--- src/rtl/div_unit_if.sv ---
// Request/response bundle for div_unit.
//   master: drives start, op_code, input_a, input_b; observes out, busy, done
//   slave : the divider side of the same signals
interface div_unit_if;
  logic        start;
  logic [1:0]  op_code;  // 00 DIV, 01 DIVU, 10 REM, 11 REMU
  logic [31:0] input_a;  // dividend
  logic [31:0] input_b;  // divisor
  logic [31:0] out;      // quotient or remainder, registered
  logic        busy;
  logic        done;

  modport master (
    output start,
    output op_code,
    output input_a,
    output input_b,
    input  out,
    input  busy,
    input  done
  );

  modport slave (
    input  start,
    input  op_code,
    input  input_a,
    input  input_b,
    output out,
    output busy,
    output done
  );
endinterface

--- src/rtl/div_unit.sv ---
// Iterative 32-bit RV32M divider (DIV/DIVU/REM/REMU). Restoring shift-subtract,
// one quotient bit per clock, behind a start/busy/done handshake.
//   clock : sole clock, rising edge
//   reset : synchronous, active-high
//   bus   : div_unit_if.slave (start, op_code, input_a, input_b -> out, busy, done)
// Optional build macro DIV_FAST_PATH_EN: a zero divisor or the signed-overflow
// pair finishes straight from IDLE with the architectural result (done one
// cycle after start). Without it every request takes the 32-step path.
module div_unit (
  input  logic      clock,
  input  logic      reset,
  div_unit_if.slave bus
);

  typedef enum logic [1:0] {StIdle, StRun, StDone} state_e;

  state_e      state_q;
  logic        rem_sel_q;  // 1: return remainder
  logic        neg_quo_q;  // negate quotient on completion
  logic        neg_rem_q;  // negate remainder on completion
  logic [31:0] div_q;      // divisor magnitude
  logic [31:0] quo_q;      // dividend shifting out, quotient shifting in
  logic [31:0] rem_q;      // partial remainder; always < divisor so bit 32 is implicit zero
  logic [5:0]  cnt_q;
  logic [31:0] out_q;
  logic        busy_q;
  logic        done_q;

  // Operand decode at the start edge.
  logic        is_signed;
  logic [31:0] a_mag;
  logic [31:0] b_mag;

  always_comb begin
    is_signed = ~bus.op_code[0];
    a_mag     = (is_signed && bus.input_a[31]) ? 32'd0 - bus.input_a : bus.input_a;
    b_mag     = (is_signed && bus.input_b[31]) ? 32'd0 - bus.input_b : bus.input_b;
  end

  // One restoring step plus the sign fix-up applied on the final step.
  logic [32:0] rem_sh;
  logic [31:0] rem_nx;
  logic [31:0] quo_nx;
  logic [31:0] quo_fix;
  logic [31:0] rem_fix;
  logic [31:0] result;

  always_comb begin
    rem_sh = {rem_q, quo_q[31]};
    quo_nx = {quo_q[30:0], 1'b0};
    rem_nx = rem_sh[31:0];
    if (rem_sh >= {1'b0, div_q}) begin
      // Difference is below the divisor, so the low 32 bits hold it exactly.
      rem_nx    = rem_sh[31:0] - div_q;
      quo_nx[0] = 1'b1;
    end
    quo_fix = neg_quo_q ? 32'd0 - quo_nx : quo_nx;
    rem_fix = neg_rem_q ? 32'd0 - rem_nx : rem_nx;
    result  = rem_sel_q ? rem_fix : quo_fix;
  end

`ifdef DIV_FAST_PATH_EN
  logic        fast_hit;
  logic        b_zero;
  logic [31:0] fast_res;

  always_comb begin
    b_zero   = (bus.input_b == 32'd0);
    fast_hit = b_zero ||
               (is_signed && bus.input_a == 32'h8000_0000 && bus.input_b == 32'hFFFF_FFFF);
    if (b_zero) begin
      fast_res = bus.op_code[1] ? bus.input_a : 32'hFFFF_FFFF;
    end else begin
      fast_res = bus.op_code[1] ? 32'd0 : 32'h8000_0000;
    end
  end
`endif

  always_ff @(posedge clock) begin
    if (reset) begin
      state_q   <= StIdle;
      rem_sel_q <= 1'b0;
      neg_quo_q <= 1'b0;
      neg_rem_q <= 1'b0;
      div_q     <= 32'd0;
      quo_q     <= 32'd0;
      rem_q     <= 32'd0;
      cnt_q     <= 6'd0;
      out_q     <= 32'd0;
      busy_q    <= 1'b0;
      done_q    <= 1'b0;
    end else begin
      unique case (state_q)
        StIdle: begin
          if (bus.start) begin
            rem_sel_q <= bus.op_code[1];
            // A zero divisor keeps the all-ones quotient the loop produces.
            neg_quo_q <= is_signed && (bus.input_a[31] ^ bus.input_b[31]) &&
                         (bus.input_b != 32'd0);
            neg_rem_q <= is_signed && bus.input_a[31];
            div_q     <= b_mag;
            quo_q     <= a_mag;
            rem_q     <= 32'd0;
            cnt_q     <= 6'd0;
            busy_q    <= 1'b1;
`ifdef DIV_FAST_PATH_EN
            if (fast_hit) begin
              out_q   <= fast_res;
              done_q  <= 1'b1;
              state_q <= StDone;
            end else begin
              state_q <= StRun;
            end
`else
            state_q   <= StRun;
`endif
          end
        end
        StRun: begin
          quo_q <= quo_nx;
          rem_q <= rem_nx;
          cnt_q <= cnt_q + 6'd1;
          if (cnt_q == 6'd31) begin
            out_q   <= result;
            done_q  <= 1'b1;
            state_q <= StDone;
          end
        end
        StDone: begin
          done_q  <= 1'b0;
          busy_q  <= 1'b0;
          cnt_q   <= 6'd0;
          state_q <= StIdle;
        end
        default: state_q <= StIdle;
      endcase
    end
  end

  assign bus.out  = out_q;
  assign bus.busy = busy_q;
  assign bus.done = done_q;

endmodule
--- src/flat_wrapper.sv ---
// flat-port wrapper written by rule: the top's interface ports become plain ports
module div_unit_flat 
  (clock, reset, bus_start, bus_op_code, bus_input_a, bus_input_b, bus_out, bus_busy, bus_done);
  div_unit_if bus_i ();
  input  logic clock;
  input  logic reset;
  input wire logic [$bits(bus_i.start)-1:0] bus_start;
  input wire logic [$bits(bus_i.op_code)-1:0] bus_op_code;
  input wire logic [$bits(bus_i.input_a)-1:0] bus_input_a;
  input wire logic [$bits(bus_i.input_b)-1:0] bus_input_b;
  output wire logic [$bits(bus_i.out)-1:0] bus_out;
  output wire logic [$bits(bus_i.busy)-1:0] bus_busy;
  output wire logic [$bits(bus_i.done)-1:0] bus_done;
  assign bus_i.start = bus_start;
  assign bus_i.op_code = bus_op_code;
  assign bus_i.input_a = bus_input_a;
  assign bus_i.input_b = bus_input_b;
  assign bus_out = bus_i.out;
  assign bus_busy = bus_i.busy;
  assign bus_done = bus_i.done;
  div_unit u_core (.clock(clock), .reset(reset), .bus(bus_i));
endmodule
--- config.mk ---
export PLATFORM = sky130hd
export DESIGN_NAME = div_unit_flat
export DESIGN_NICKNAME = d
export VERILOG_FILES = /design/src/rtl/div_unit_if.sv /design/src/rtl/div_unit.sv /design/src/flat_wrapper.sv
export SDC_FILE = /design/constraint.sdc
export NUM_CORES = 1
export LEC_CHECK = 0
export CAP_MARGIN = 5
export CORE_MARGIN = 2
export CORE_UTILIZATION = 54
export CTS_CLUSTER_DIAMETER = 50
export DETAILED_ROUTE_END_ITERATION = 7
export MAX_ROUTING_LAYER = met4
export PLACE_DENSITY = 0.76
export SYNTH_ARGS = -nofsm -noshare
export SYNTH_HDL_FRONTEND = slang
export SYNTH_SLANG_ARGS = --single-unit
--- constraint.sdc ---
create_clock -name clock -period 11.9 [get_ports clock]
set_input_delay 2.38 -clock clock [delete_from_list [all_inputs] [get_ports clock]]
set_output_delay 2.38 -clock clock [all_outputs]
set_load 0.03 [all_outputs]
==> results of run 1 <==
-- per-layer routing --
layer  share of wire  vias to the layer above  global-route usage  wire [um]
met1            0.44                     5380               0.417      14600
met5               0                        -                   -          0
li1                -                     5539                   -          -
met3           0.070                       73              0.0328       2350
met4           0.027                        0              0.0985        902
met2            0.47                      493               0.510      15600
-- cell usage after synthesis (21+ instances only) --
| cell type | instances | share of area |
|---|---|---|
| o211ai_1 | 26 | 0.018 |
| inv_1 | 55 | 0.019 |
| a211oi_1 | 43 | 0.029 |
| nand3_1 | 29 | 0.013 |
| clkbuf_1 | 74 | 0.025 |
| nor4_1 | 21 | 0.012 |
| nand2_1 | 150 | 0.051 |
| ha_1 | 37 | 0.042 |
| nor3_1 | 49 | 0.022 |
| a222oi_1 | 31 | 0.028 |
| dfxtp_1 | 141 | 0.26 |
| nor2_1 | 206 | 0.071 |
| a21oi_1 | 105 | 0.048 |
| o31ai_1 | 24 | 0.016 |
| o21ai_0 | 76 | 0.035 |
| xor2_1 | 60 | 0.048 |
| xnor2_1 | 61 | 0.049 |
| a22oi_1 | 27 | 0.019 |
| or3_1 | 23 | 0.013 |
-- worst min-delay path: cells and delay by family (launching register included) --
| family | cells | cell delay (ns) |
|---|---|---|
| flops | 1 | 0.31 |
| simple gates | 1 | 0.05 |
| compound gates | 1 | 0.05 |
-- sequential cells by signal, summed over array words and instances, names as in the netlist, 2 cells and up --
name,count
u_core.div_q,32
u_core.rem_q,32
u_core.state_q,2
u_core.quo_q,32
u_core.cnt_q,6
u_core.bus.out,32
-- layout make-up --
| class | instances | area (um^2) | area share |
|---|---|---|---|
| Clock buffer | 19 | 453 | 0.0359 |
| Clock inverter | 12 | 175 | 0.0139 |
| Tap cell | 270 | 338 | 0.0268 |
| Multi-Input combinational cell | 1199 | 7510 | 0.596 |
| Timing Repair Buffer | 112 | 1090 | 0.0868 |
| Inverter | 56 | 210 | 0.0167 |
| Sequential cell | 141 | 2820 | 0.224 |
-- kinds of logic after synthesis --
kind of cell	Yosys count	synth area share
AO/OA/AOI/OAI	455	0.287
XOR/XNOR	121	0.0968
adder cells (fa/ha/maj)	38	0.0441
buffers and inverters	151	0.0576
flip-flops	141	0.258
multiplexers	15	0.0139
AND/OR/NAND/NOR	570	0.243
-- worst max path at each step --
stage	start	to	cells past startpoint
6_report	u_core.div_q[20]	u_core.bus.out[26]	19
5_1_grt	u_core.div_q[20]	u_core.bus.out[28]	19
4_1_cts	u_core.div_q[20]	u_core.bus.out[26]	19
3_5_place_dp	bus_input_a[8]	u_core.quo_q[29]	10
3_3_place_gp	bus_input_a[6]	u_core.quo_q[29]	10
2_1_floorplan	u_core.rem_q[1]	u_core.bus.out[28]	20
-- through the flow --
step            util  instance area, um^2  worst slack, ns  std cells  hold WS, ns
6_report       0.629                12600             6.55       1809        0.454
5_1_grt        0.629                12600             6.21       1809        0.470
4_1_cts        0.629                12600             6.68       1809        0.454
3_5_place_dp   0.598                12000             6.46       1778        0.447
3_3_place_gp   0.598                12000             6.52       1778        0.439
2_1_floorplan      -                10900             6.97       1491        0.432
==> impl_metrics.yaml, run 1 <==
outcome:
  outcome: "complete, but fails checks"
  violations: "DRC"
global_routing:
  grt_pass1_vias: 10400
  grt_max_degree: 91
  grt_pass1_wl_um: 53500
  antenna_found_initial: 0
  grt-ovfl-total: 0
  track_usage: 0.315
drt:
  drc: 1
  vias: 11500
  totalWireLength_um: 33400
  ant_nets: 0
  wl_per_cell_um: 18.5
  drt_iter0_markers: 1115
  viasPerCell: 6.35
  dr.pass1.iters: 8
clock_tree:
  cts_tree: "yes"
  clkTransAtPathRegs_ns: 0.07
  cts_buffer_depth: 2
  clock-root-buffer: "clkbuf_16"
  cts_buffers: 17
  cts_resized: 0
  clock-sinks: 141
  hold_buffers: 0
  h-tree-depth: 4
  worstSkewPairLatency_ns: 0.43
  post_cts_buffers: 0
layout:
  final_nets: 1634
  final_common_cell: "nor2_1"
  final_cell_mix: "205 x nor2_1, 150 x nand2_1, 141 x dfxtp_1"
  drive_gt1_frac: 0.0448
  antenna_cells: 0
  nFillCells: 1877
  syn_to_final_growth_pct: 15.2
worst_hold_path:
  whs_path_depth: 2
  min_to: "u_core.div_q[31]"
  min-delay-start: "u_core.div_q[31]"
  hold_path_class: "flip-flop to flip-flop"
setup_path:
  worstPathRequired_ns: 12.20
  path_max_fanout: 47
  cp_top_family: "simple AND/OR/NAND/NOR gates"
  reg2reg_depth: 19
  reg2reg_to: "u_core.bus.out[26]"
  cpPeakStageDelay_ns: 0.48
  reg2reg_setup_slack_ns: 6.55
  critical_path_buf_inv_count: 2
  rr_startpoint: "u_core.div_q[20]"
  cp_data_arrival_time_ns: 5.65
  slowest_stage: "ha_1"
  startpoint_type: "flip-flop"
  cp_cell_sequence: "inv_1, ha_1, nand2_1, o21ai_0, a211oi_1, o31ai_2, or3_1, buf_4, mux2i_1, ha_1, nand3b_1, or2_2, nor4_1, a31oi_1, a221o_1, or2_1, nor3b_1, mux2i_1, a21oi_1"
  criticalPathCategory: "flip-flop to flip-flop"
  critPathCaptureType: "flip-flop"
yosys:
  yosysWarnings: 0
  ys_ff_latch: 141
  synth_ff_type: "dfxtp_1"
  synthesis.area_um2: 10900
  synthesis.nets: 1598
  seq_area_frac_synth: 0.258
  synth_edf_count: 0
  ys_types: 77
  async_reset_ff_frac: 0
  synth_cells: 1491
  syn_avg_cell_area_um2: 7.34
die:
  dieHeight_um: 146
  dieWidth_um: 146
  start_util: 0.546
  io_pins: 103
  die_area_um2: 21400
  core_area_um2: 20000
  fp-row-count: 52
sta:
  setup_viol: 0
  finalClockSkew_ns: 0.0110
  hold_viol_final: 0
  relSlewSlack: 0.216
  fmax_ghz: 0.187
  fin_crit_sh: 0.450
  slew_viol_final: 0
  tightestPinTransition_ns: 1.17
  setup_tns_ns: 0
  period_minus_slack_ns: 5.35
  rsz0062_at_grt: "false"
place:
  port_buffers: 102
  routabilityCongestion: 0.968
  hpwl_um: 24800
run:
  drv_cap: 0
Power of run 1 is left out: the tool's default activity adds up to more than one toggle a clock period on the data nets, which glitch-free logic cannot reach.
==> run 2: changes to the inputs <==
--- a/config.mk
+++ b/config.mk
@@ -7,11 +7,11 @@
 export LEC_CHECK = 0
 export CAP_MARGIN = 5
 export CORE_MARGIN = 2
-export CORE_UTILIZATION = 54
+export CORE_UTILIZATION = 53
 export CTS_CLUSTER_DIAMETER = 50
 export DETAILED_ROUTE_END_ITERATION = 7
 export MAX_ROUTING_LAYER = met4
-export PLACE_DENSITY = 0.76
+export PLACE_DENSITY = 0.78
 export SYNTH_ARGS = -nofsm -noshare
 export SYNTH_HDL_FRONTEND = slang
 export SYNTH_SLANG_ARGS = --single-unit
==> constraint.sdc (replaced) <==
create_clock -name clock -period 4.8 [get_ports clock]
set_input_delay 0.96 -clock clock [delete_from_list [all_inputs] [get_ports clock]]
set_output_delay 0.96 -clock clock [all_outputs]
set_load 0.03 [all_outputs]
==> impl_metrics.yaml, run 2 (synthesis results as in run 1) <==
sta:
  fmax_ghz: 0.219
  hold_viol_final: 0
  period_minus_slack_ns: 4.56
  finalClockSkew_ns: 0.0102
  slew_viol_final: 0
  fin_crit_sh: 0.949
  setup_viol: 0
  tightestPinTransition_ns: 1.13
  relSlewSlack: 0.249
  hold_ws_ns: 0.461
global_routing:
  grt_max_degree: 86
  antenna_found_initial: 0
  track_usage: 0.328
  grt_pass1_vias: 10800
  grt-ovfl-total: 0
  grt_pass1_wl_um: 56200
die:
  io_pins: 103
  dieHeight_um: 148
  dieWidth_um: 148
  core_area_um2: 20200
  start_util: 0.541
  fp-row-count: 52
  die_area_um2: 21800
drt:
  vias: 11900
  viasPerCell: 6.45
  wl_per_cell_um: 19.3
  totalWireLength_um: 35600
  drt_iter0_markers: 1216
  ant_nets: 0
  dr.pass1.iters: 8
  drc: 23
layout:
  final_nets: 1671
  drive_gt1_frac: 0.0742
  final_common_cell: "nor2_1"
  antenna_cells: 0
  nFillCells: 1847
  final_cell_mix: "205 x nor2_1, 150 x nand2_1, 140 x dfxtp_1"
  design_area_um2: 12900
  syn_to_final_growth_pct: 17.6
  final_core_util: 0.636
setup_path:
  criticalPathCategory: "flip-flop to flip-flop"
  slowest_stage: "or4_4"
  critical_path_buf_inv_count: 4
  cp_cell_sequence: "inv_1, ha_1, a21o_1, a211o_1, a31oi_1, o31ai_2, or3_4, buf_4, inv_2, ha_1, inv_1, or4_4, or2_4, or4_4, o41ai_4, xor2_1, nand2_1, o211ai_2, a21oi_2"
  cp-startpoint: "u_core.div_q[30]"
  path_max_fanout: 6
  cp_data_arrival_time_ns: 4.86
  cpPeakStageDelay_ns: 0.54
  startpoint_type: "flip-flop"
  worstPathRequired_ns: 5.11
  critPathCaptureType: "flip-flop"
  rr_startpoint: "u_core.div_q[30]"
  cp_top_family: "simple AND/OR/NAND/NOR gates"
clock_tree:
  h-tree-depth: 4
  cts_tree: "yes"
  cts_buffers: 17
  clkTransAtPathRegs_ns: 0.07
  worstSkewPairLatency_ns: 0.43
  clock-sinks: 141
  cts_buffer_depth: 2
  clock-root-buffer: "clkbuf_16"
outcome:
  outcome: "complete, but fails checks"
  violations: "DRC"
place:
  routabilityCongestion: 0.994
  port_buffers: 102
  place_area_um2: 12200
  hpwl_um: 26600
worst_hold_path:
  hold_path_class: "flip-flop to flip-flop"
  min-delay-start: "u_core.bus.out[5]"
run:
  drv_cap: 0
run 2: worst paths after layout:
kind / to / slack [ns] / cells after the start
worst max register to register: u_core.bus.out[28] / 0.24 / 19
worst min-delay path: u_core.bus.out[5] / 0.46 / 2
worst min register to register: u_core.bus.out[5] / 0.46 / 2
worst max-delay path: u_core.bus.out[28] / 0.24 / 19
run 2: layout make-up:
type,count,area [um^2],share of cell area
Multi-Input combinational cell,1199,7570,0.588
Sequential cell,141,2820,0.219
Timing Repair Buffer,149,1370,0.107
Clock buffer,18,429,0.0334
Tap cell,270,338,0.0263
Inverter,56,210,0.0163
Clock inverter,14,128,0.00992
run 2: layer usage:
layer | GRT usage | part of all wire | vias up
li1 | - | - | 5629
met1 | 0.432 | 0.42 | 5636
met2 | 0.524 | 0.47 | 571
met3 | 0.0475 | 0.082 | 73
met4 | 0.100 | 0.024 | 0
met5 | - | 0 | -
run 2: worst min-delay path, stage by stage, from the launching register on:
cell and delay, ns:
dfxtp_1 0.31, nand2_1 0.05, a21oi_1 0.05
run 2: stage by stage:
| step | cells | setup TNS, ns | setup slack, ns |
|---|---|---|---|
| final | 1847 | 0 | 0.243 |
| after global routing | 1847 | -0.00363 | -0.00363 |
| after CTS | 1846 | 0 | 0.0983 |
| after detailed placement | 1814 | 0 | 0.124 |
| after global placement | 1814 | 0 | 0.206 |
| after floorplan | 1491 | 0 | 0.0254 |
run 2: repair_timing:
item,CTS,global route
setup endpoints to repair,0,6
setup buffers,0,1
resized for setup,0,16
hold endpoints to repair,0,0
hold buffers,0,0
Power of run 2 is left out for the same reason.
==> run 3: changes to the inputs <==
--- a/config.mk
+++ b/config.mk
@@ -11,7 +11,8 @@
 export CTS_CLUSTER_DIAMETER = 50
 export DETAILED_ROUTE_END_ITERATION = 7
 export MAX_ROUTING_LAYER = met4
-export PLACE_DENSITY = 0.78
+export PLACE_DENSITY = 0.75
+export RECOVER_POWER = 100
 export SYNTH_ARGS = -nofsm -noshare
 export SYNTH_HDL_FRONTEND = slang
 export SYNTH_SLANG_ARGS = --single-unit
==> impl_metrics.yaml, run 3 (synthesis results as in run 1) <==
clock_tree:
  cts_tree: "yes"
  post_cts_buffers: 0
  worstSkewPairLatency_ns: 0.43
  hold_buffers: 0
  clock-root-buffer: "clkbuf_16"
  clock-sinks: 141
  h-tree-depth: 4
  clkTransAtPathRegs_ns: 0.07
  cts_buffer_depth: 2
  cts_buffers: 17
die:
  dieWidth_um: 148
  start_util: 0.541
  fp-row-count: 52
  io_pins: 103
  core_area_um2: 20200
  die_area_um2: 21800
  dieHeight_um: 148
place:
  dp_slack_ns: 0.127
  routabilityCongestion: 0.973
  hpwl_um: 26500
  port_buffers: 102
  place_inst: 1818
sta:
  fmax_ghz: 0.217
  fin_crit_sh: 0.960
  period_minus_slack_ns: 4.61
  relSlewSlack: -1.11
  tightestPinTransition_ns: 3.16
  slew_viol_final: 83
  fin_ws_ns: 0.190
  setup_viol: 0
  finalClockSkew_ns: 0.0108
  hold_viol_final: 0
  hold_ws_ns: 0.454
global_routing:
  grt_pass1_vias: 10500
  grt_pass1_wl_um: 55100
  grt_busiest_layer: "met2"
  grt-ovfl-total: 0
  antenna_found_initial: 0
  track_usage: 0.323
  gr-usage-met2: 0.515
  gr-usage-met1: 0.434
  grt_max_degree: 88
  use_met3: 0.0423
layout:
  final_nets: 1674
  final_cell_mix: "206 x nor2_1, 150 x nand2_1, 140 x dfxtp_1"
  stdcell_count: 1849
  final_common_cell: "nor2_1"
  syn_to_final_growth_pct: 18.4
  antenna_cells: 0
  drive_gt1_frac: 0.0722
  nFillCells: 1809
drt:
  viasPerCell: 6.42
  wl_per_cell_um: 19.2
  drc: 4
  ant_nets: 0
  dr.pass1.iters: 8
  totalWireLength_um: 35400
  drt_iter0_markers: 1262
  vias: 11900
setup_path:
  worstPathRequired_ns: 5.11
  cp_top_family: "simple AND/OR/NAND/NOR gates"
  cpPeakStageDelay_ns: 0.54
  cp_data_arrival_time_ns: 4.92
  path_max_fanout: 7
  critPathCaptureType: "flip-flop"
  startpoint_type: "flip-flop"
  cp_cell_sequence: "ha_1, a21oi_1, o21ai_0, a21o_1, and3_1, or3_4, buf_4, inv_2, ha_1, inv_1, or4_4, or2_4, or4_4, o41ai_2, xor2_1, nand2_1, o211ai_2, a21oi_2"
  criticalPathCategory: "flip-flop to flip-flop"
  slowest_stage: "or4_4"
  critical_path_buf_inv_count: 3
outcome:
  violations: "DRC, capacitance limit, slew limit"
  outcome: "complete, but fails checks"
worst_hold_path:
  hold_path_class: "flip-flop to flip-flop"
run:
  drv_cap: 2
==> run 3: changes by cell type in the layout (fill, tap and decap cells not counted), sizes merged, moves of 2 or more <==
cell / before / now
clkdlybuf4s50: 101 / 66
dlygate4sd3: 0 / 35
clkinvlp: 4 / 0
buf: 48 / 50
bufinv: 0 / 4
==> run 3: layout make-up <==
cell class,instances,area [um^2],area share
clock buffer,18,439,0.0339
clock inverter,13,201,0.0155
inverter,56,210,0.0162
multi-input combinational,1199,7530,0.581
sequential,141,2820,0.218
tap,270,338,0.0261
timing repair buffer,152,1420,0.109
==> run 3: worst reg2reg max path: stages (launching register included) <==
cell and delay [ns]:
dfxtp_1 0.46, ha_1 0.35, a21oi_1 0.21, o21ai_0 0.13, a21o_1 0.22, and3_1 0.24
or3_4 0.45, buf_4 0.17, inv_2 0.05, ha_1 0.15, inv_1 0.09, or4_4 0.54
or2_4 0.26, or4_4 0.45, o41ai_2 0.28, xor2_1 0.18, nand2_1 0.09, o211ai_2 0.12
a21oi_2 0.04
==> run 3: path summary, 6_finish.rpt <==
kind	from	endpoint	slack, ns	cells past startpoint
max	u_core.rem_q[13]	u_core.bus.out[28]	0.19	18
min	u_core.div_q[22]	u_core.div_q[22]	0.45	2
max reg2reg	u_core.rem_q[13]	u_core.bus.out[28]	0.19	18
min reg2reg	u_core.div_q[22]	u_core.div_q[22]	0.45	2
==> run 3: per-stage QoR <==
step | TNS, ns | instance area [um^2] | utilization
finish | 0 | 13000 | 0.640
global placement | 0 | 12300 | 0.608
floorplan | 0 | 10900 | -
CTS | 0 | 12900 | 0.640
detailed placement | 0 | 12300 | 0.608
global route | -0.00170 | 13000 | 0.640
==> run 3: metal layers <==
| layer | vias to the layer above | share of wire |
|---|---|---|
| met5 | - | 0 |
| met4 | 0 | 0.025 |
| met3 | 73 | 0.072 |
| met2 | 579 | 0.46 |
| met1 | 5571 | 0.44 |
| li1 | 5641 | - |
==> run 3: timing repair <==
item,CTS,global route
hold endpoints to repair,0,0
endpoints found under the setup margin,0,6
resized for setup,0,11
Power of run 3 is left out for the same reason.
